<file path="src/rtl/player_r2r_pkg.sv">
// Shared types and constants for the R2R audio player playback path.
package player_r2r_pkg;

   typedef enum logic [1:0] {
      IDLE  = 2'd0,
      PRIME = 2'd1,
      WAIT  = 2'd2,
      RUN   = 2'd3
   } player_state_t;

   localparam int         BUF_DEPTH     = 4096;
   localparam logic [7:0] DAC_IDLE      = 8'h80;
   localparam int         DIV_44K1_100M = 2267;
   // Smallest divisor that still leaves room for the prefetch read between ticks.
   localparam int         DIV_MIN       = 2;

endpackage

</file>
<file path="src/rtl/player_r2r_rate_gen.sv">
// Sample-rate prescaler: counts 0..div while enabled and emits a one-cycle tick
// on the terminal count. The divisor is used live and clamped to DIV_MIN.
module player_r2r_rate_gen
   import player_r2r_pkg::*;
#(
   parameter int DIV_W = 16
)(
   input  logic             clk,
   input  logic             rst_n,
   input  logic             en,
   input  logic             clr,
   input  logic [DIV_W-1:0] div,
   output logic             tick
);

   logic [DIV_W-1:0] presc_q;
   logic [DIV_W-1:0] presc_d;
   logic [DIV_W-1:0] div_eff;

   // Terminal-count compare and next count; >= lets a divisor lowered below the
   // current count fire at once instead of wrapping through the whole range.
   always_comb begin
      div_eff = (div < DIV_W'(DIV_MIN)) ? DIV_W'(DIV_MIN) : div;
      tick    = en && (presc_q >= div_eff);
      presc_d = presc_q;
      if (clr) begin
         presc_d = '0;
      end else if (tick) begin
         presc_d = '0;
      end else if (en) begin
         presc_d = presc_q + 1'b1;
      end
   end

   // Prescaler register.
   always_ff @(posedge clk or negedge rst_n) begin
      if (!rst_n) begin
         presc_q <= '0;
      end else begin
         presc_q <= presc_d;
      end
   end

endmodule

</file>
<file path="src/rtl/player_r2r_seq.sv">
// Playback sequencer for the R2R audio player: reads the sample buffer one
// sample ahead, paces DAC updates with player_r2r_rate_gen and flags the half
// and end points of the window for ping-pong refill.
// Optional build macro: PLAYER_R2R_UNDERRUN_EN adds wr_level/underrun/rd_ack
// and stalls playback when the writer reports no valid samples.
module player_r2r_seq
   import player_r2r_pkg::*;
#(
   parameter int                ADDR_W     = 12,
   parameter int                DATA_W     = 8,
   parameter int                DIV_W      = 16,
   parameter logic [DATA_W-1:0] IDLE_LEVEL = DATA_W'(DAC_IDLE)
)(
   input  logic              ACLK,
   input  logic              ARESETN,
   input  logic              cfg_start,
   input  logic              cfg_stop,
   input  logic              cfg_pause,
   input  logic              cfg_loop,
   input  logic [ADDR_W-1:0] cfg_base,
   input  logic [ADDR_W:0]   cfg_len,
   input  logic [DIV_W-1:0]  cfg_div,
   output logic              mem_rd_en,
   output logic [ADDR_W-1:0] mem_addr,
   input  logic [DATA_W-1:0] mem_rdata,
   output logic [DATA_W-1:0] dac,
   output logic              busy,
   output logic [ADDR_W:0]   pos,
   output logic              irq_half,
`ifdef PLAYER_R2R_UNDERRUN_EN
   input  logic [ADDR_W:0]   wr_level,
   output logic              underrun,
   output logic              rd_ack,
`endif
   output logic              irq_end
);

   player_state_t     state_q, state_d;
   logic [ADDR_W-1:0] base_q, base_d;
   logic [ADDR_W:0]   len_q, len_d;
   logic              loop_q, loop_d;
   logic [ADDR_W:0]   idx_q, idx_d;
   logic [DATA_W-1:0] pref_q, pref_d;
   logic              rd_pend_q, rd_pend_d;
   logic [DATA_W-1:0] dac_q, dac_d;
   logic [ADDR_W:0]   pos_q, pos_d;
   logic              irq_half_q, irq_half_d;
   logic              irq_end_q, irq_end_d;
   logic              mem_rd_en_q, mem_rd_en_d;
   logic [ADDR_W-1:0] mem_addr_q, mem_addr_d;

   logic              tick;
   logic              take;
   logic              deliver;
   logic              start_ok;
   logic              rate_en;
   logic              rate_clr;
   logic [ADDR_W:0]   idx_last;
   logic [ADDR_W:0]   idx_half;

   assign start_ok = cfg_start && (cfg_len != '0);
   assign idx_last = len_q - 1'b1;
   assign idx_half = len_q >> 1;
   assign rate_en  = (state_q == RUN) && !cfg_pause;
   assign rate_clr = (state_q != RUN);

   player_r2r_rate_gen #(
      .DIV_W (DIV_W)
   ) u_rate_gen (
      .clk   (ACLK),
      .rst_n (ARESETN),
      .en    (rate_en),
      .clr   (rate_clr),
      .div   (cfg_div),
      .tick  (tick)
   );

`ifdef PLAYER_R2R_UNDERRUN_EN
   logic underrun_q, underrun_d;
   logic rd_ack_q, rd_ack_d;
   logic starved;

   assign take    = tick && (wr_level != '0);
   assign starved = tick && (wr_level == '0);

   // Sticky underrun flag (cleared by a fresh start) and per-sample consume ack.
   always_comb begin
      underrun_d = underrun_q;
      rd_ack_d   = deliver;
      if (start_ok) begin
         underrun_d = 1'b0;
      end else if (!cfg_stop && (state_q == RUN) && starved) begin
         underrun_d = 1'b1;
      end
   end

   // Underrun/ack registers.
   always_ff @(posedge ACLK or negedge ARESETN) begin
      if (!ARESETN) begin
         underrun_q <= 1'b0;
         rd_ack_q   <= 1'b0;
      end else begin
         underrun_q <= underrun_d;
         rd_ack_q   <= rd_ack_d;
      end
   end

   assign underrun = underrun_q;
   assign rd_ack   = rd_ack_q;
`else
   assign take = tick;
`endif

   // Next-state, sample delivery and read-ahead address generation.
   always_comb begin
      state_d     = state_q;
      base_d      = base_q;
      len_d       = len_q;
      loop_d      = loop_q;
      idx_d       = idx_q;
      dac_d       = dac_q;
      pos_d       = pos_q;
      irq_half_d  = 1'b0;
      irq_end_d   = 1'b0;
      mem_rd_en_d = 1'b0;
      mem_addr_d  = mem_addr_q;
      deliver     = 1'b0;
      // Read data lands one cycle after the strobe; capture it whenever it does.
      rd_pend_d   = mem_rd_en_q;
      pref_d      = rd_pend_q ? mem_rdata : pref_q;

      if (start_ok) begin
         base_d      = cfg_base;
         len_d       = cfg_len;
         loop_d      = cfg_loop;
         idx_d       = '0;
         mem_rd_en_d = 1'b1;
         mem_addr_d  = cfg_base;
         state_d     = PRIME;
      end else if (cfg_stop) begin
         state_d = IDLE;
         dac_d   = IDLE_LEVEL;
         pos_d   = '0;
      end else begin
         case (state_q)
            IDLE: begin
               state_d = IDLE;
            end
            PRIME: begin
               state_d = WAIT;
            end
            WAIT: begin
               if (!cfg_pause) begin
                  state_d = RUN;
               end
            end
            RUN: begin
               if (take) begin
                  deliver    = 1'b1;
                  dac_d      = pref_q;
                  pos_d      = idx_q;
                  irq_half_d = (idx_q == idx_half);
                  irq_end_d  = (idx_q == idx_last);
                  if ((idx_q == idx_last) && !loop_q) begin
                     // Final one-shot sample: dac keeps it until the next start.
                     state_d = IDLE;
                  end else begin
                     idx_d       = (idx_q == idx_last) ? '0 : idx_q + 1'b1;
                     mem_rd_en_d = 1'b1;
                     // Window may run past the top of the buffer; let it wrap.
                     mem_addr_d  = base_q + idx_d[ADDR_W-1:0];
                  end
               end
            end
            default: begin
               state_d = IDLE;
            end
         endcase
      end
   end

   // Control and output registers.
   always_ff @(posedge ACLK or negedge ARESETN) begin
      if (!ARESETN) begin
         state_q     <= IDLE;
         idx_q       <= '0;
         rd_pend_q   <= 1'b0;
         dac_q       <= IDLE_LEVEL;
         pos_q       <= '0;
         irq_half_q  <= 1'b0;
         irq_end_q   <= 1'b0;
         mem_rd_en_q <= 1'b0;
         mem_addr_q  <= '0;
      end else begin
         state_q     <= state_d;
         idx_q       <= idx_d;
         rd_pend_q   <= rd_pend_d;
         dac_q       <= dac_d;
         pos_q       <= pos_d;
         irq_half_q  <= irq_half_d;
         irq_end_q   <= irq_end_d;
         mem_rd_en_q <= mem_rd_en_d;
         mem_addr_q  <= mem_addr_d;
      end
   end

   // Latched window config and prefetch sample; always written before use.
   always_ff @(posedge ACLK) begin
      base_q <= base_d;
      len_q  <= len_d;
      loop_q <= loop_d;
      pref_q <= pref_d;
   end

   assign mem_rd_en = mem_rd_en_q;
   assign mem_addr  = mem_addr_q;
   assign dac       = dac_q;
   assign busy      = (state_q != IDLE);
   assign pos       = pos_q;
   assign irq_half  = irq_half_q;
   assign irq_end   = irq_end_q;

endmodule

</file>
<file path="config.mk">
export PLATFORM = sky130hd
export DESIGN_NAME = player_r2r_seq
export DESIGN_NICKNAME = d
export VERILOG_FILES = /design/src/rtl/player_r2r_pkg.sv /design/src/rtl/player_r2r_rate_gen.sv /design/src/rtl/player_r2r_seq.sv
export SDC_FILE = /design/constraint.sdc
export NUM_CORES = 1
export LEC_CHECK = 0
export ABC_AREA = 1
export CORE_ASPECT_RATIO = 0.5
export CORE_UTILIZATION = 45
export CTS_CLUSTER_DIAMETER = 100
export CTS_CLUSTER_SIZE = 30
export DETAILED_ROUTE_END_ITERATION = 8
export HOLD_SLACK_MARGIN = 0.1
export PLACE_DENSITY = 0.76
export SYNTH_ARGS = -nofsm -noshare
export SYNTH_HDL_FRONTEND = slang
export SYNTH_HIERARCHICAL = 1
export SYNTH_SLANG_ARGS = --single-unit
</file>
<file path="constraint.sdc">
create_clock -name ACLK -period 6.3 [get_ports ACLK]
set_input_delay 1.26 -clock ACLK [delete_from_list [all_inputs] [get_ports ACLK]]
set_output_delay 1.26 -clock ACLK [all_outputs]
set_load 0.03 [all_outputs]
</file>
Word level (Yosys, flattened, before mapping) --
Index checks and enable logic that the tools add are counted. W data, S select, Z words.
Cells by class: multiplexer cells 40, reduce and logical (&&, ||, !) cells 17, order comparisons 2, bitwise operators 1, $add $sub $neg 4, eq/ne operators 11
Operator list (number):
- $mux W13 | 9
- $mux W16 | 4
- $mux W12 | 5
- $mux W8 | 3
- $add A16 B1 Y16 const B | 1
- $ge A16 B16 Y1 | 1
- $lt A16 B2 Y1 const B | 1
- $add A13 B1 Y13 const B | 1
- $eq A13 B12 Y1 | 1
- $eq A13 B13 Y1 | 1
- $mux W1 | 13
- $reduce_bool A13 Y1 | 1
- $sub A13 B1 Y13 const B | 1
- $add A12 B12 Y12 | 1
- $mux W2 | 5
- $reduce_bool A2 Y1 | 5
- $ne A4 B4 Y1 const B | 2
- $pmux W2 S4 | 1
- $reduce_and A3 Y1 | 2
- $eq A2 B2 Y1 const B | 2
- $logic_and A1 B1 Y1 | 4
- $ne A2 B2 Y1 const B | 2
- $ne A4 B3 Y1 const B | 1
- $reduce_and A4 Y1 | 1
- 6 further kinds | 7
Word-level totals: output and inout bits 37, input port bits 55, logic and storage cells 89, flip-flop bits (word level) 102

Logic depth before layout (Yosys ltp) --
Gate-level depths: netlist of the first run.
word-level depth 9, depth in mapped cells 29, depth with buffers taken out 28

Hierarchy --
The synthesis of the first run kept the hierarchy.
Modules (own cells, without submodules):
- player_r2r_seq | area each 4795.8 um^2, cells an instance 561, seq. area each 2323.5 um^2, instances 1
- player_r2r_rate_gen | area each 1482.7 um^2, cells an instance 215, seq. area each 400.4 um^2, instances 1

Least setup slack after synthesis of the first run --
Ideal clock, no wire load.
path type input to register, from input port cfg_div[7], to register pos_q[10] (netlist: pos[10]), stages on the path 21, path buffers 2, path slack 2.507 ns, arrival time 3.711 ns, cells stage by stage nor4_1 > nand4_1 > nor3_1 > nor2_1 > ha_1 > nand2_1 > nor2_1 > nand2_1 > nand2_1 > nor2_1 > nand2_1 > nand2_1 > nand2_1 > nand2_2 > buf_6 > inv_1 > nand2_1 > nor2_1 > inv_1 > clkbuf_1 > o21ai_0
On the way: longest elaborated chain between the ends 6
Ends and longest elaborated chain:
- from (decl) | RTL line player_r2r_seq.sv:22 | input logic [DIV_W-1:0] cfg_div,
- $lt A16 B2 Y1 | RTL line player_r2r_rate_gen.sv:23 | div_eff = (div < DIV_W'(DIV_MIN)) ? DIV_W'(DIV_MIN) : div;
- $mux W16 (*) | RTL line player_r2r_rate_gen.sv:23
- $ge A16 B16 Y1 (*) | RTL line player_r2r_rate_gen.sv:24 | tick = en && (presc_q >= div_eff);
- $logic_and A1 B1 Y1 (*) | RTL line player_r2r_rate_gen.sv:24
- net take | RTL line player_r2r_seq.sv:53 | logic take;
- $reduce_bool A2 Y1 (no source line) (*)
- $reduce_and A3 Y1 (no source line) (*)
- to (signal assigned) | RTL line player_r2r_seq.sv:199 | pos_q <= pos_d;
- to (decl) | RTL line player_r2r_seq.sv:46 | logic [ADDR_W:0] pos_q, pos_d;
Mark *: on every way through the listed nets, which the timed path passes. The rest lies on a longest branch. A chain may end at the register's enable or synchronous reset.

Worst setup path after layout of the first run --
from input port cfg_div[7], to register pos_q[9] (netlist: pos[9])
Same word-level chain as after synthesis.

==> results of run 1 <==
[layout by cell type, fill, tap and decap left out, types with 7 or more instances in the layout]
cell type        Yosys  routed
nand4_1             17      17
o21ai_0             32      32
nand2_1            192     192
xnor2_1              8       8
dfrtp_1             67      67
xor2_1              29      29
clkdlybuf4s50_1      0      90
a22o_1               7       7
nor2_2               7       7
a21oi_1             27      27
nand3_1             70      70
nor2_1              61      61
edfxtp_1            34      34
nor3_1              10      10
o21ai_1             14      14
inv_1               97      97
ha_1                33      33
clkbuf_16            0       9
[metal layers]
layer,global-route usage (%),vias up,share of wire (%)
li1,-,2725,-
met1,31.7,2542,49
met2,35.2,148,44
met3,4.38,10,5.9
met4,3.93,0,0.76
met5,0,-,0
[cell families after synthesis]
logic type | after synthesis | synth area share (%)
compound gates | 103 | 9.59
xor+xnor | 37 | 5.16
fa+ha+maj | 34 | 6.90
buf+inv | 120 | 7.99
flops | 102 | 43.4
simple gates | 380 | 27.0
[cells in the mapped netlist, types with 4 or more instances]
cell / instances / share of area [%]
xnor2_1: 8 / 1.1
nor2_1: 61 / 3.6
o21bai_1: 4 / 0.48
nand3_1: 70 / 5.6
nor4_1: 6 / 0.60
edfxtp_1: 34 / 16
clkbuf_1: 7 / 0.42
o22ai_1: 5 / 0.50
a22o_1: 7 / 0.98
o21ai_0: 32 / 2.6
nor2_2: 7 / 0.70
nor2_4: 4 / 0.72
nand2_1: 192 / 11
nor3_1: 10 / 0.80
a21oi_1: 27 / 2.2
nand4_1: 17 / 1.7
o21ai_1: 14 / 1.1
dfrtp_1: 67 / 27
o21a_1: 6 / 0.72
nand2_2: 6 / 0.60
xor2_1: 29 / 4.0
inv_1: 97 / 5.8
ha_1: 33 / 6.6
buf_2: 5 / 0.40
buf_6: 6 / 1.1
[worst paths after layout]
check	from	endpoint	cells after the start
setup / recovery	cfg_div[7]	pos[9]$_DFFE_PN0P_	20
hold / removal	mem_rd_en$_DFF_PN0_	rd_pend_q$_DFF_PN0_	0
hold reg to reg	mem_rd_en$_DFF_PN0_	rd_pend_q$_DFF_PN0_	0
min in group asynchronous	ARESETN	u_rate_gen/presc_q[2]$_DFFE_PN0P_	2
max in group asynchronous	ARESETN	mem_addr[4]$_DFFE_PN0P_	2
setup reg to reg	len_q[1]$_DFFE_PP_	mem_addr[11]$_DFFE_PN0P_	22
[through the flow]
step | instances | util (%)
floorplan | 776 | -
global placement | 1042 | 53.9
detailed placement | 1042 | 53.9
CTS | 1058 | 55.9
global route | 1058 | 55.9
finish | 1058 | 55.9
[final cells by class]
cell class | count | area (sq um) | area share (%)
clock buffer | 9 | 225 | 2.96
clock inverter | 7 | 56.3 | 0.741
inverter | 100 | 375 | 4.94
multi-input combinational | 554 | 3050 | 40.2
sequential | 102 | 2720 | 35.8
tap | 192 | 240 | 3.16
timing repair buffer | 94 | 928 | 12.2
[flip-flops by register name (all words and copies together), names as in the netlist]
name,cells
loop_q,1
state_q,2
idx_q,13
dac,8
mem_rd_en,1
len_q,13
pos,13
irq_half,1
pref_q,8
rd_pend_q,1
u_rate_gen/presc_q,16
base_q,12
mem_addr,12
irq_end,1
[power groups by stage]
stage                     combinational (mW)  clock [mW]  sequential, mW
after floorplan                        0.136           0           0.774
after global placement                 0.248           0           0.761
after detailed placement               0.253           0           0.761
after CTS                              0.255       0.551           0.747
after global routing                   0.283       0.575           0.752
final                                  0.254       0.541           0.748
==> out/results.tsv, run 1 <==
stage	metric	value	unit
setup_path	critical_path_class	in2reg	
synth	netlist_instances	776	
synth	synthFlopType	dfrtp_1	
timing	whs	413	ps
cts	insertion_delay	350	ps
route	viasPerCell	5.13	
power	power.total	1.54	mW
floorplanning	coreArea	13600	sq um
setup_path	critPathTopFamily	simple AND/OR/NAND/NOR gates	
synth	synth.yosys.seq_area_share	43.4	%
power	p_per_area	203	nW/um^2
grt	gr-total-overflow	0	
setup_path	critPathBufInv	3	
placed_design	placed_area	7320	sq um
power	peakVddDrop	120	uV
setup_path	crit_required	6560	ps
synth	synth_area	6280	sq um
floorplanning	die_w	169	um
route	antenna_left	0	
status	outcome	complete, no violations	
grt	grt_start_max_net_pins	69	
power	p_clk_share	35.1	%
timing	relSlewSlack	33.6	%
synth	synth_cell_type_count	40	
synth	synth_edf_count	34	
synth	syn_nets	865	
hold_path	worstHoldPathType	reg2reg	
timing	period_needed	4460	ps
placed_design	dp_hpwl	11.4	mm
setup_path	crit_fanout	16	
cts	clk_pin_slew	70	ps
timing	tightest_slew	993	ps
placed_design	gp_congestion	0.930	
cts	hold_buffers	0	
power	p_int	1.10	mW
finish	nets	950	
route	avgRoutedWirePerCell	14.4	um
cts	cts_tree	done	
synth	synth_seq_cells	102	
floorplanning	num_rows	30	
timing	slew_viol_final	0	
power	power.leakage	3.57	nW
grt	grt_pass1_wl	25.1	mm
power	swShare	28.7	%
setup_path	slowest_delay	500	ps
route	drc_errors	0	
power	comb_power_share	16.5	%
placed_design	port_buffers	91	
route	via_count	5425	
finish	syn_to_final_growth	21.1	%
timing	fmax	224	MHz
floorplanning	die_area	14500	sq um
placed_design	place_ws	1460	ps
timing	setup_viol	0	
run	cap_viol_max_count	0	
cts	clock-sinks	102	
timing	finalSetupTns	0	ps
setup_path	worst_path_max_delay_cell	nor2_1	
timing	rsz0062_at_grt	no	
cts	post_cts_buffers	0	
cts	htree_levels	3	
synth	async_flop_share	66.7	%
setup_path	crit_chain	clkdlybuf4s50_1 -> nor4_1 -> nand4_1 -> nor3_1 -> nor2_1 -> ha_1 -> nand2_1 -> nor2_1 -> nand2_1 -> nand2_1 -> nor2_1 -> nand2_1 -> nand2_1 -> nand2_1 -> nand2_2 -> inv_1 -> nand2_1 -> nor2_1 -> inv_1 -> o21ai_0	
power	power.switching	0.443	mW
timing	finalHoldViolations	0	
grt	grt_pass1_vias	5074	
cts	clockRootBuffer	clkbuf_16	
timing	min_period_over_period	70.8	%
power	power_frac_seq	48.5	%
route	first_pass_iters	5	
route	drtIter0Drc	366	
setup_path	cp_common_cell	nand2_1	
floorplanning	initial_core_util	46.2	%
setup_path	startpoint_type	input pin	
cts	numCtsBuffers	9	
synth	synth_warnings	6	
timing	fin_worst_skew	4.49	ps
timing	setup_slack	1840	ps
route	wl	15.2	mm
cts	cts.path.max_buffers	2	
finish	finalInstanceArea	7600	sq um
finish	drive_gt1_share	5.66	%
grt	grt_usage	22.1	%
setup_path	cp-end-kind	flip-flop	
grt	grt_antenna_before_repair	0	
setup_path	reg2reg_slack	2340	ps
setup_path	worstPathArrival	4720	ps
cts	cts-resized-gates	0	
synth	synth.avg_cell_area	8.09	sq um
finish	fillers	1259	
finish	antennaDiodeCount	0	
floorplanning	ios	92	
floorplanning	fp.dieH	85.5	um
No activity file was read; power rests on OpenSTA's default activity.
==> inputs of run 2 (changes only) <==
--- a/config.mk
+++ b/config.mk
@@ -12,7 +12,7 @@
 export CTS_CLUSTER_SIZE = 30
 export DETAILED_ROUTE_END_ITERATION = 8
 export HOLD_SLACK_MARGIN = 0.1
-export PLACE_DENSITY = 0.76
+export PLACE_DENSITY = 0.79
 export SYNTH_ARGS = -nofsm -noshare
 export SYNTH_HDL_FRONTEND = slang
 export SYNTH_HIERARCHICAL = 1
==> constraint.sdc (replaced) <==
create_clock -name ACLK -period 4.1 [get_ports ACLK]
set_input_delay 0.82 -clock ACLK [delete_from_list [all_inputs] [get_ports ACLK]]
set_output_delay 0.82 -clock ACLK [all_outputs]
set_load 0.03 [all_outputs]
==> run 2 against run 1 <==
  * Clock power rose by 55%
  * Via count grew 0.15%
  * Die area stayed put
  * Worst hold slack gained 38 ps
  * Register-to-register slack worse by 2000 ps
  * Design area up 0.69%
  * Total power rose by 54%
  * Sequential power rose by 54%
  * Routed wire length is 1.4% higher
  * Flip-flop and latch count unchanged
  * Setup slack lost 1500 ps
  * Clock skew rose by 0.82 ps
  * Highest routed layer unchanged
==> out/results.tsv, run 2 (same netlist as run 1, synthesis figures left out) <==
stage	metric	value	unit
status	outcome	complete, no violations	
finish	final_common_cell	nand2_1	
route	drtIter0Drc	408	
power	peakVddDrop	166	uV
power	p_int	1.74	mW
run	cap_viol_max_count	0	
hold_path	hold_path.startpoint	mem_rd_en$_DFF_PN0_	
grt	grt_start_max_net_pins	41	
cts	post_cts_buffers	0	
timing	min_period_over_period	90.8	%
floorplanning	ios	92	
finish	antennaDiodeCount	0	
floorplanning	fp.dieH	85.5	um
timing	tightest_slew	755	ps
timing	slew_viol_final	0	
setup_path	crit_required	4360	ps
setup_path	worstPathArrival	3990	ps
power	comb_power_share	16.5	%
cts	clock-sinks	102	
setup_path	reg2reg_slack	380	ps
grt	grt_pass1_wl	25.5	mm
hold_path	holdPathStages	0	
floorplanning	initial_core_util	46.2	%
timing	finalSetupTns	0	ps
timing	setup_viol	0	
timing	finalHoldViolations	0	
hold_path	hold_path_end	rd_pend_q$_DFF_PN0_	
power	swShare	26.8	%
power	power.leakage	3.60	nW
finish	layout_common_cells	nand2_1 (192), inv_1 (97), clkdlybuf4s50_1 (90), nand3_1 (70), dfrtp_1 (67)	
timing	rsz0062_at_grt	no	
cts	cts-resized-gates	0	
finish	syn_to_final_growth	21.9	%
power	power_frac_seq	48.3	%
route	first_pass_iters	4	
placed_design	port_buffers	91	
setup_path	regToRegEndpoint	mem_addr[9]$_DFFE_PN0P_	
grt	grt_antenna_before_repair	0	
power	p_clk_share	35.2	%
setup_path	reg2regPathDepth	21	
route	via_count	5433	
setup_path	cp-end-kind	flip-flop	
hold_path	worstHoldPathType	reg2reg	
route	wl	15.4	mm
finish	finalInstanceArea	7650	sq um
setup_path	startpoint_type	flip-flop	
grt	grt_pass1_vias	5170	
timing	fin_worst_skew	5.31	ps
cts	htree_levels	3	
route	avgRoutedWirePerCell	14.5	um
setup_path	crit_chain	inv_1 -> ha_1 -> nand2_1 -> nor2_2 -> nand3_1 -> nand3_1 -> nand2_1 -> nand3_1 -> nor2_2 -> nand2_2 -> o21ai_0 -> a21oi_1 -> ha_1 -> a21oi_1 -> nand2_1 -> a21oi_1 -> inv_1 -> a31oi_1 -> xor2_1 -> nor2_1 -> o21ai_0	
grt	grt_usage	22.5	%
placed_design	gp_congestion	0.927	
timing	period_needed	3720	ps
floorplanning	die_area	14500	sq um
finish	drive_gt1_share	5.74	%
setup_path	critical_path_class	reg2reg	
cts	hold_buffers	0	
setup_path	worstReg2RegStart	len_q[1]$_DFFE_PP_	
cts	cts.path.max_buffers	2	
timing	relSlewSlack	49.6	%
route	viasPerCell	5.11	
finish	nets	955	
finish	largest_register_ffs	16	
route	antenna_left	0	
setup_path	critPathTopFamily	simple AND/OR/NAND/NOR gates	
finish	fillers	1244	
grt	gr-total-overflow	0	
setup_path	crit_fanout	12	
cts	insertion_delay	350	ps
finish	regMostFlops	u_rate_gen/presc_q	
floorplanning	coreArea	13600	sq um
cts	cts_tree	done	
power	p_per_area	311	nW/um^2
floorplanning	die_w	169	um
placed_design	placed_area	7370	sq um
cts	clk_pin_slew	70	ps
timing	fmax	268	MHz
cts	clockRootBuffer	clkbuf_16	
setup_path	critPathBufInv	2	
route	drc_errors	0	
setup_path	slowest_delay	440	ps
cts	numCtsBuffers	9	
power	power.switching	0.637	mW
setup_path	worst_path_max_delay_cell	edfxtp_1	
placed_design	dp_hpwl	11.8	mm
floorplanning	num_rows	30	
[run 2: power groups by stage]
| stage | Sequential [mW] | Combinational [mW] | Clock, mW |
|---|---|---|---|
| final | 1.15 | 0.393 | 0.838 |
| after global routing | 1.16 | 0.438 | 0.899 |
| after CTS | 1.15 | 0.396 | 0.857 |
| after detailed placement | 1.17 | 0.392 | 0 |
| after global placement | 1.17 | 0.385 | 0 |
| after floorplan | 1.19 | 0.208 | 0 |
[run 2: layout make-up]
cell class              instances  area [sq um]  area share (%)
clock inverters                 4          47.5           0.621
flip-flops and latches        102          2720            35.6
repair buffers                 99           978            12.8
multi-input cells             554          3050            39.9
inverters                     100           375            4.90
clock buffers                  12           236            3.09
well taps                     192           240            3.14
[run 2: per-stage QoR]
stage | worst slack, ps | util (%) | std cells | power, mW | hold slack, ps
5_1_grt | 39.5 | 56.3 | 1063 | 2.49 | 464
6_report | 375 | 56.3 | 1063 | 2.38 | 452
3_3_place_gp | 220 | 54.2 | 1047 | 1.55 | 452
4_1_cts | 422 | 56.3 | 1063 | 2.40 | 448
3_5_place_dp | 92.3 | 54.2 | 1047 | 1.56 | 434
2_1_floorplan | 747 | - | 776 | 1.40 | 449
[run 2: worst reg2reg max path, delay by kind of cell, from the launching register on]
family	cells	cell delay (ps)
AOI/OAI and AO/OA	6	1070
adders and majority gates	2	540
xor gates and xnor gates	1	170
and+or+nand+nor	10	1230
DFF	1	440
buffers and inverters	2	190
[run 2: layer usage]
layer | vias up | wire (um) | share of wire, % | global-route usage (%)
li1 | 2742 | - | - | -
met4 | 0 | 129 | 0.84 | 4.75
met2 | 156 | 7090 | 46 | 37.6
met3 | 13 | 972 | 6.3 | 4.20
met5 | - | 0 | 0 | 0
met1 | 2522 | 7240 | 47 | 30.9
[run 2: how the worst max path moves through the flow]
stage	start	to	cells after the start
after detailed placement	cfg_div[7]	idx_q[10]$_DFFE_PN0P_	23
after global placement	cfg_div[7]	idx_q[11]$_DFFE_PN0P_	23
after CTS	cfg_div[7]	idx_q[0]$_DFFE_PN0P_	23
after floorplan	cfg_div[7]	pos[10]$_DFFE_PN0P_	21
after global routing	len_q[1]$_DFFE_PP_	mem_addr[8]$_DFFE_PN0P_	21
final	len_q[1]$_DFFE_PP_	mem_addr[9]$_DFFE_PN0P_	21
